## config.mk

```make
export PLATFORM = sky130hd
export DESIGN_NAME = cond_unit_pipe
export DESIGN_NICKNAME = d
export VERILOG_FILES = /design/src/rtl/cond_unit_pipe.sv
export SDC_FILE = /design/constraint.sdc
export NUM_CORES = 1
export LEC_CHECK = 0
export BUFFER_PORTS_ARGS = -buffer_cell sky130_fd_sc_hd__buf_2
export CAP_MARGIN = 40
export CORE_ASPECT_RATIO = 2
export CORE_MARGIN = 4
export CORE_UTILIZATION = 40
export CTS_BUF_LIST = sky130_fd_sc_hd__clkbuf_2 sky130_fd_sc_hd__clkbuf_4 sky130_fd_sc_hd__clkbuf_8
export CTS_CLUSTER_SIZE = 10
export DETAILED_ROUTE_END_ITERATION = 16
export HOLD_SLACK_MARGIN = 0.15
export PLACE_DENSITY = 0.75
export SLEW_MARGIN = 15
export SYNTH_ARGS = -nofsm -noshare
export SYNTH_HDL_FRONTEND = slang
export SYNTH_SLANG_ARGS = --single-unit
```

## constraint.sdc

```tcl
create_clock -name clk -period 5.3 [get_ports clk]
set_clock_uncertainty 0.1 [all_clocks]
set_input_delay 1.06 -clock clk [delete_from_list [all_inputs] [get_ports clk]]
set_output_delay 1.06 -clock clk [all_outputs]
set_load 0.02 [all_outputs]
```

## src/rtl/cond_unit_pipe.sv

```systemverilog
// ARMv4 conditional-execution unit: NZCV flags, condition check,
// E-stage enable gating, M-stage enable register and perf counters.
module cond_unit_pipe #(
  parameter int CNT_W   = 16,
  parameter bit SAT     = 1'b1,
  parameter bit OUT_REG = 1'b1
) (
  input  logic             clk,
  input  logic             reset,
  input  logic             ValidE,
  input  logic             StallE,
  input  logic             FlushE,
  input  logic [3:0]       CondE,
  input  logic [3:0]       ALUFlags,
  input  logic             PCSE,
  input  logic             RegWE,
  input  logic             MemWE,
  input  logic [1:0]       FlagWE,
  input  logic             CntClr,
  output logic             CondExE,
  output logic             PCSrcE,
  output logic             RegWriteM,
  output logic             MemWriteM,
  output logic             PCSrcM,
  output logic [3:0]       Flags,
  output logic [CNT_W-1:0] ExecCnt,
  output logic [CNT_W-1:0] SquashCnt
);

  localparam logic [CNT_W-1:0] CMAX = '1;

  logic       n, z, c, v;
  logic       issue;
  logic       regwre;
  logic       memwre;
  logic [1:0] flagwre;

  assign {n, z, c, v} = Flags;

  always_comb begin
    CondExE = 1'b0;
    unique case (CondE)
      4'd0:  CondExE = z;
      4'd1:  CondExE = ~z;
      4'd2:  CondExE = c;
      4'd3:  CondExE = ~c;
      4'd4:  CondExE = n;
      4'd5:  CondExE = ~n;
      4'd6:  CondExE = v;
      4'd7:  CondExE = ~v;
      4'd8:  CondExE = c & ~z;
      4'd9:  CondExE = ~c | z;
      4'd10: CondExE = n ~^ v;
      4'd11: CondExE = n ^ v;
      4'd12: CondExE = ~z & (n ~^ v);
      4'd13: CondExE = z | (n ^ v);
      4'd14: CondExE = 1'b1;
      4'd15: CondExE = 1'b0;
    endcase
  end

  // flush beats stall simply because either one blocks issue
  assign issue   = ValidE & ~StallE & ~FlushE;
  assign regwre  = RegWE & CondExE & issue;
  assign memwre  = MemWE & CondExE & issue;
  assign PCSrcE  = PCSE & CondExE & issue;
  assign flagwre = FlagWE & {2{CondExE & issue}};

  function automatic logic [CNT_W-1:0] bump(
    input logic [CNT_W-1:0] cnt
  );
    if (SAT && cnt == CMAX) return cnt;
    return cnt + 1'b1;
  endfunction

  always_ff @(posedge clk) begin
    if (reset) begin
      Flags     <= 4'b0000;
      ExecCnt   <= '0;
      SquashCnt <= '0;
    end else begin
      if (flagwre[1]) Flags[3:2] <= ALUFlags[3:2];
      if (flagwre[0]) Flags[1:0] <= ALUFlags[1:0];
      if (CntClr) begin
        ExecCnt   <= '0;
        SquashCnt <= '0;
      end else if (issue) begin
        if (CondExE) ExecCnt <= bump(ExecCnt);
        else SquashCnt <= bump(SquashCnt);
      end
    end
  end

  generate
    if (OUT_REG) begin : g_mreg
      always_ff @(posedge clk) begin
        if (reset) begin
          RegWriteM <= 1'b0;
          MemWriteM <= 1'b0;
          PCSrcM    <= 1'b0;
        end else begin
          RegWriteM <= regwre;
          MemWriteM <= memwre;
          PCSrcM    <= PCSrcE;
        end
      end
    end else begin : g_mcomb
      assign RegWriteM = regwre;
      assign MemWriteM = memwre;
      assign PCSrcM    = PCSrcE;
    end
  endgenerate

endmodule
```

==> metrics.md, run 1 <==
| Metric | Value |
|---|---|
| CTS Buffer Depth | `2` |
| Vias in the first global route | `1901` |
| First-pass GRT wire length | `8.47 mm` |
| CP Data Required Time | `4140 ps` |
| Commonest cells post-synth | `dfxtp_1, nor2_1, nand3_1` |
| #FFs+latches synth | `39` |
| Routability cong. | `0.831` |
| Max_slew headroom | `0.556` |
| CTS Buf Count | `5` |
| CORE AREA | `5140 µm²` |
| RSZ-0062 raised after global routing | `no` |
| Predominant post-synthesis flop cell | `dfxtp_1` |
| Hold Buf Count CTS | `0` |
| I/O Buffers | `59` |
| TritonRoute pass-1 iters | `4` |
| Non-Filler Instances | `356` |
| DRT iter0 DRCs | `58` |
| Gr ovfl total | `0` |
| Worst Setup Slack, final | `1620 ps` |
| Fraction of registers with async set/reset | `0` |
| Worst Setup Start Kind | `input port` |
| Average size of a mapped cell | `8.75 µm²` |
| Achievable frequency | `0.272 GHz` |
| CTS clock-pin slew for the worst setup and hold paths | `80 ps` |
| Root buffer cell | `clkbuf_8` |
| Final Max Tran Viols | `0` |
| Power Total | `0.646 mW` |
| Max cap viols | `0` |
| Post-route cell area | `2550 µm²` |
| Fin util | `0.496` |
| Placed inst area | `2410 µm²` |
| Largest cells by area after synthesis | `dfxtp_1, nor2_1, xnor2_1` |
| Routed WL | `5.14 mm` |
| Syn Nets | `263` |
| ANT nets after route | `0` |
| Via/cell ratio | `5.42` |
| Worst EP arrival | `2520 ps` |
| Netlist cell types | `45` |
| Total negative setup slack | `0 ps` |
| Lkg Pwr | `1.03 nW` |
| Kind of critical path | `in -> out` |
| Yosys Warn Count | `0` |
| Pin count of the biggest net entering global routing | `29` |
| Nets | `318` |
| EDFF count, synth | `0` |
| Sink Count | `39` |
| Most common cell in the netlist | `dfxtp_1` |
| CP Capture Type | `primary output` |
| Post-CTS setup repair buffer count | `0` |
| Worst-Skew Late Latency | `300 ps` |
| Vias | `1928` |
| DP HPWL | `3.93 mm` |
| Worst R2R Setup Slack | `2940 ps` |
| Die height | `111 µm` |
| Final min period | `3680 ps` |
| Mapped Cells | `242` |
| Area grow syn2layout | `20.4%` |
| Placed Cells | `348` |
| CTS tree | `yes` |
| GRT Total Usage | `0.165` |
| Fillers | `546` |
| DRC viols | `0` |
| Cts repair resizes | `0` |
| PwrDens | `253 nW/µm²` |
| Netlist Area Pre-Place | `2120 µm²` |
| Hold Violations, Final | `0` |
| Top cell type by total area after synthesis | `dfxtp_1` |
| Crit path max fanout | `16` |
| Outcome | `completed` |
| Row Count | `37` |
| Register area share after synthesis | `0.369` |
| Initial antenna violation count | `0` |
| Hold WS | `392 ps` |
| Die Span X | `59.5 µm` |
| ANT cells | `0` |
| DP Worst Slack | `1600 ps` |
| Die area | `6590 µm²` |
| Worst IR Drop VDD | `0.206 mV` |
| Ports | `60` |
| Drt wl/cell | `14.4 µm` |
| Initial Util | `0.412` |
| Final setup viols | `0` |
| Yosys top cell area share | `0.369` |
| Tightest Hold Check Type | `reg -> reg` |
| Fin crit share | `0.695` |
| Share of layout cells above drive strength 1 | `0.275` |
| Measured slew at the worst slew-check pin | `666 ps` |
| H-tree levels | `2` |
-- cell type report --
class | count | area (µm²) | share of cell area
well taps | 58 | 72.6 | 0.0284
clock inverters | 3 | 67.6 | 0.0265
inverters | 3 | 11.3 | 0.00441
flip-flops and latches | 39 | 781 | 0.306
repair buffers | 59 | 295 | 0.116
clock buffers | 5 | 68.8 | 0.0270
multi-input cells | 189 | 1250 | 0.492
-- layout by cell type (no fill, tap or decap), types with 2 or more instances in the layout --
cell type,instances
xnor2_1,13
nand4_1,6
bufinv_16,2
xor2_1,12
o21bai_1,2
buf_2,59
nor3b_1,2
nor2b_1,2
nor2_1,33
or3_1,8
nand3_1,19
inv_1,3
ha_1,2
nor4b_1,2
clkbuf_8,5
o21ai_2,3
mux2i_1,9
dfxtp_1,39
a21oi_1,10
o211ai_1,2
nand2_1,16
nor3_1,8
and3_1,11
and4_1,3
and2_1,2
o21ai_0,5
nand3b_1,3
-- path summary, 6_finish.rpt --
path	from	endpoint	depth (start not counted)
hold reg to reg	SquashCnt[11]$_SDFFE_PP0P_	SquashCnt[11]$_SDFFE_PP0P_	2
setup / recovery	CondE[2]	CondExE	6
hold / removal	SquashCnt[11]$_SDFFE_PP0P_	SquashCnt[11]$_SDFFE_PP0P_	2
setup reg to reg	SquashCnt[0]$_SDFFE_PP0P_	SquashCnt[15]$_SDFFE_PP0P_	8
-- metal layers --
layer,vias to the layer above,share of wire,track usage,wire length [µm]
met5,-,0,0,0
met4,0,0.036,0.101,185
met3,13,0.052,0.0291,267
met2,53,0.53,0.291,2740
met1,900,0.38,0.170,1940
li1,962,-,-,-
-- cell families (layout without fill, tap and decap cells) --
family | count (synthesis) | count (layout) | synth area share
simple gates | 123 | 123 | 0.324
flops | 39 | 39 | 0.369
compound gates | 30 | 30 | 0.110
xor+xnor | 25 | 25 | 0.103
buf+inv | 14 | 70 | 0.0390
mux | 9 | 9 | 0.0425
fa+ha+maj | 2 | 2 | 0.0118
-- worst max-delay path, stage by stage --
cell and delay [ps]:
buf_2 180, mux2i_1 260, o31ai_2 130, o21ai_2 550, a21oi_1 160, buf_2 190
-- flip-flops by register name, indices dropped and copies added, names as in the netlist --
name       count
ExecCnt       16
Flags          4
MemWriteM      1
PCSrcM         1
RegWriteM      1
SquashCnt     16
-- power breakdown --
part	total (mW)	internal, mW	switching (mW)
Clock	0.299	0.188	0.112
Combinational	0.0519	0.0177	0.0342
Sequential	0.295	0.294	0.000932
Power figures use the tool's default switching activity.
==> run 2, diff against run 1 <==
--- a/config.mk
+++ b/config.mk
@@ -5,6 +5,7 @@
 export SDC_FILE = /design/constraint.sdc
 export NUM_CORES = 1
 export LEC_CHECK = 0
+export ABC_AREA = 1
 export BUFFER_PORTS_ARGS = -buffer_cell sky130_fd_sc_hd__buf_2
 export CAP_MARGIN = 40
 export CORE_ASPECT_RATIO = 2
@@ -14,7 +15,7 @@
 export CTS_CLUSTER_SIZE = 10
 export DETAILED_ROUTE_END_ITERATION = 16
 export HOLD_SLACK_MARGIN = 0.15
-export PLACE_DENSITY = 0.75
+export PLACE_DENSITY = 0.73
 export SLEW_MARGIN = 15
 export SYNTH_ARGS = -nofsm -noshare
 export SYNTH_HDL_FRONTEND = slang
==> constraint.sdc (replaced) <==
create_clock -name clk -period 3.9 [get_ports clk]
set_clock_uncertainty 0.1 [all_clocks]
set_input_delay 0.78 -clock clk [delete_from_list [all_inputs] [get_ports clk]]
set_output_delay 0.78 -clock clk [all_outputs]
set_load 0.02 [all_outputs]
==> metrics.md, run 2 <==
| Metric | Value |
|---|---|
| Pin count of the biggest net entering global routing | `29 (unchanged)` |
| RSZ-0062 raised after global routing | `no` |
| Vias | `2709 (+41%)` |
| EDFF count, synth | `0 (unchanged)` |
| Final Max Tran Viols | `0 (unchanged)` |
| Measured slew at the worst slew-check pin | `584 ps (-82.3 ps)` |
| Crit path max fanout | `9 (-7)` |
| Die area | `7780 µm² (+18%)` |
| Slowest CP cell | `nor2_1` |
| Fin util | `0.493 (-0.00364)` |
| DP HPWL | `5.38 mm (+37%)` |
| Worst IR Drop VDD | `0.258 mV (+25%)` |
| Final setup viols | `0 (unchanged)` |
| Area grow syn2layout | `18.3%` |
| Final min period | `3190 ps` |
| CP startpoint | `CondE[1]` |
| Netlist Area Pre-Place | `2540 µm² (+20%)` |
| Post-synthesis simple-gate area fraction | `0.420 (+0.0953)` |
| Hold_sp | `SquashCnt[15]$_SDFFE_PP0P_` |
| Adder-Cell Fraction of Synth Area | `0.00984 (-0.00198)` |
| #FFs+latches synth | `39 (unchanged)` |
| CORE AREA | `6110 µm² (+19%)` |
| Fin crit share | `0.817` |
| Most common cell in the netlist | `nand2_1` |
| Initial antenna violation count | `0 (unchanged)` |
| Sink Count | `39 (unchanged)` |
| Ports | `60 (unchanged)` |
| Lkg Pwr | `1.29 nW (+25%)` |
| Mapped Cells | `384 (+59%)` |
| ANT nets after route | `0 (unchanged)` |
| CTS Buffer Depth | `2 (unchanged)` |
| Row Count | `40 (+8.1%)` |
| Initial Util | `0.417 (+0.00438)` |
| Die height | `121 µm (+8.9%)` |
| Hold Violations, Final | `0 (unchanged)` |
| CP Data Required Time | `3020 ps (-1120 ps)` |
| H-tree levels | `2 (unchanged)` |
| Root buffer cell | `clkbuf_8` |
| DRT iter0 DRCs | `126 (+120%)` |
| CTS Buf Count | `5 (unchanged)` |
| Average size of a mapped cell | `6.62 µm² (-24%)` |
| Nets | `462 (+45%)` |
| Share of layout cells above drive strength 1 | `0.229 (-0.0467)` |
| Bufs and invs on worst path | `2 (unchanged)` |
| Syn Nets | `405 (+54%)` |
| Worst Setup Start Kind | `input port` |
| Routed WL | `6.93 mm (+35%)` |
| Worst-Skew Late Latency | `310 ps (about the same)` |
| Commonest cells post-synth | `nand2_1, nor2_1, dfxtp_1, nand3_1, inv_1` |
| Hold Buf Count CTS | `0 (unchanged)` |
| Die Span X | `64.4 µm (+8.3%)` |
| Netlist cell types | `30 (-33%)` |
| Tightest Hold Check Type | `reg -> reg` |
| Gr ovfl total | `0 (unchanged)` |
| Compound-cell area share of the yosys netlist | `0.0880 (-0.0224)` |
| Most common cell after layout, fill and taps aside | `nand2_1` |
| Routability cong. | `0.880 (+5.9%)` |
| TritonRoute pass-1 iters | `4 (unchanged)` |
| Kind of critical path | `in -> out` |
| Largest cells by area after synthesis | `dfxtp_1, nand2_1, nand3_1` |
| Post-CTS setup repair buffer count | `0 (unchanged)` |
| Most frequent cells in the layout | `nand2_1, buf_2, nor2_1` |
| ANT cells | `0 (unchanged)` |
| Kind of cell adding the most delay to the critical path | `simple AND/OR/NAND/NOR gates` |
| Via/cell ratio | `5.15 (-4.9%)` |
| Predominant post-synthesis flop cell | `dfxtp_1` |
| Largest family of logic cells by synthesized area | `simple AND/OR/NAND/NOR gates` |
| GRT Total Usage | `0.185 (+0.0197)` |
| Mux contribution to synthesized area | `0 (-0.0425)` |
| I/O Buffers | `59 (unchanged)` |
| Critical Path, Cell by Cell | `buf_2, nor2_1, nand2_1, nand2_1, nand4_1, nand3_1, nor2_1, nand3_1, nand2_1, nor2_1, buf_2` |
| R2R Path Start | `ExecCnt[0]$_SDFFE_PP0P_` |
| XOR/XNOR share of the synthesized area | `0.0964 (-0.00696)` |
| Total negative setup slack | `0 ps (unchanged)` |
| Yosys Warn Count | `0 (unchanged)` |
| Fillers | `665 (+22%)` |
| Crit-path max cell delay | `280 ps (-270 ps)` |
| Yosys top cell area share | `0.307 (-0.0616)` |
| Fraction of registers with async set/reset | `0 (unchanged)` |
| Drt wl/cell | `13.2 µm (-8.7%)` |
| Outcome | `completed` |
| DRC viols | `0 (unchanged)` |
| CP Capture Type | `primary output` |
| PwrDens | `287 nW/µm² (+13%)` |
| Cts repair resizes | `0 (unchanged)` |
| Achievable frequency | `0.314 GHz` |
| Worst EP arrival | `2310 ps (-210 ps)` |
| CTS tree | `yes` |
| Register area share after synthesis | `0.307 (-0.0616)` |
| Max_slew headroom | `0.610 (+0.0543)` |
| CTS clock-pin slew for the worst setup and hold paths | `80 ps (about the same)` |
| Max cap viols | `0 (unchanged)` |
| Power Total | `0.864 mW (+34%)` |
| Top Registers | `ExecCnt (16), SquashCnt (16), Flags (4)` |
| Top cell type by total area after synthesis | `dfxtp_1` |
| First-pass GRT wire length | `11.4 mm (+35%)` |
| Vias in the first global route | `2641 (+39%)` |
run 2: cell count changes in the layout (fill, tap and decap cells not counted), sizes merged, moves of 3 or more:
cell and change:
a21oi +20, and3 -11, and4 -3, inv +32, mux2i -9, nand2 +92, nand3 +21, nand3b -3
nand4 +16, nor2 +16, nor3 -3, o21ai -3, or3 -7
run 2: area by class of cell:
class | count | area, µm² | area share
flip-flops and latches | 39 | 781 | 0.259
well taps | 84 | 105 | 0.0349
multi-input cells | 299 | 1560 | 0.519
repair buffers | 61 | 310 | 0.103
clock buffers | 6 | 82.6 | 0.0274
inverters | 35 | 134 | 0.0445
clock inverters | 2 | 35.0 | 0.0116
run 2: final timing paths:
check / endpoint / slack (ps) / depth (start not counted)
max: PCSrcE / 710 / 11
max reg2reg: ExecCnt[3]$_SDFFE_PP0P_ / 1510 / 9
min: SquashCnt[15]$_SDFFE_PP0P_ / 420 / 2
min reg2reg: SquashCnt[15]$_SDFFE_PP0P_ / 420 / 2
run 2: cell families after synthesis:
| logic type | count (synthesis) |
|---|---|
| xor gates and xnor gates | 28 |
| AOI/OAI and AO/OA | 38 |
| buffers and inverters | 46 |
| adders and majority gates | 2 |
| DFF | 39 |
| and+or+nand+nor | 231 |
run 2: per-stage QoR:
step                      worst slack, ps  area (µm²)  hold WS [ps]  cells
after floorplan                      1010        2540           469    384
after global placement                734        2890           396    518
after detailed placement              743        2890           412    518
after CTS                             743        3010           420    526
after global routing                  535        3010           444    526
final                                 712        3010           419    526
run 2: per-layer routing:
metal	wire, µm	vias to the layer above	GRT usage
li1	-	1372	-
met1	2530	1253	0.171
met2	3870	64	0.360
met3	298	20	0.0409
met4	231	0	0.0993
met5	0	-	0
run 2: tightest hold or removal path, stage by stage, from the launching register on:
cell and delay (ps):
dfxtp_1 350, nand2_2 80, a21oi_2 40
run 2: where the power goes:
part	internal (mW)	switching, mW
registers	0.400	0.00237
logic	0.0281	0.0723
clock network	0.207	0.154
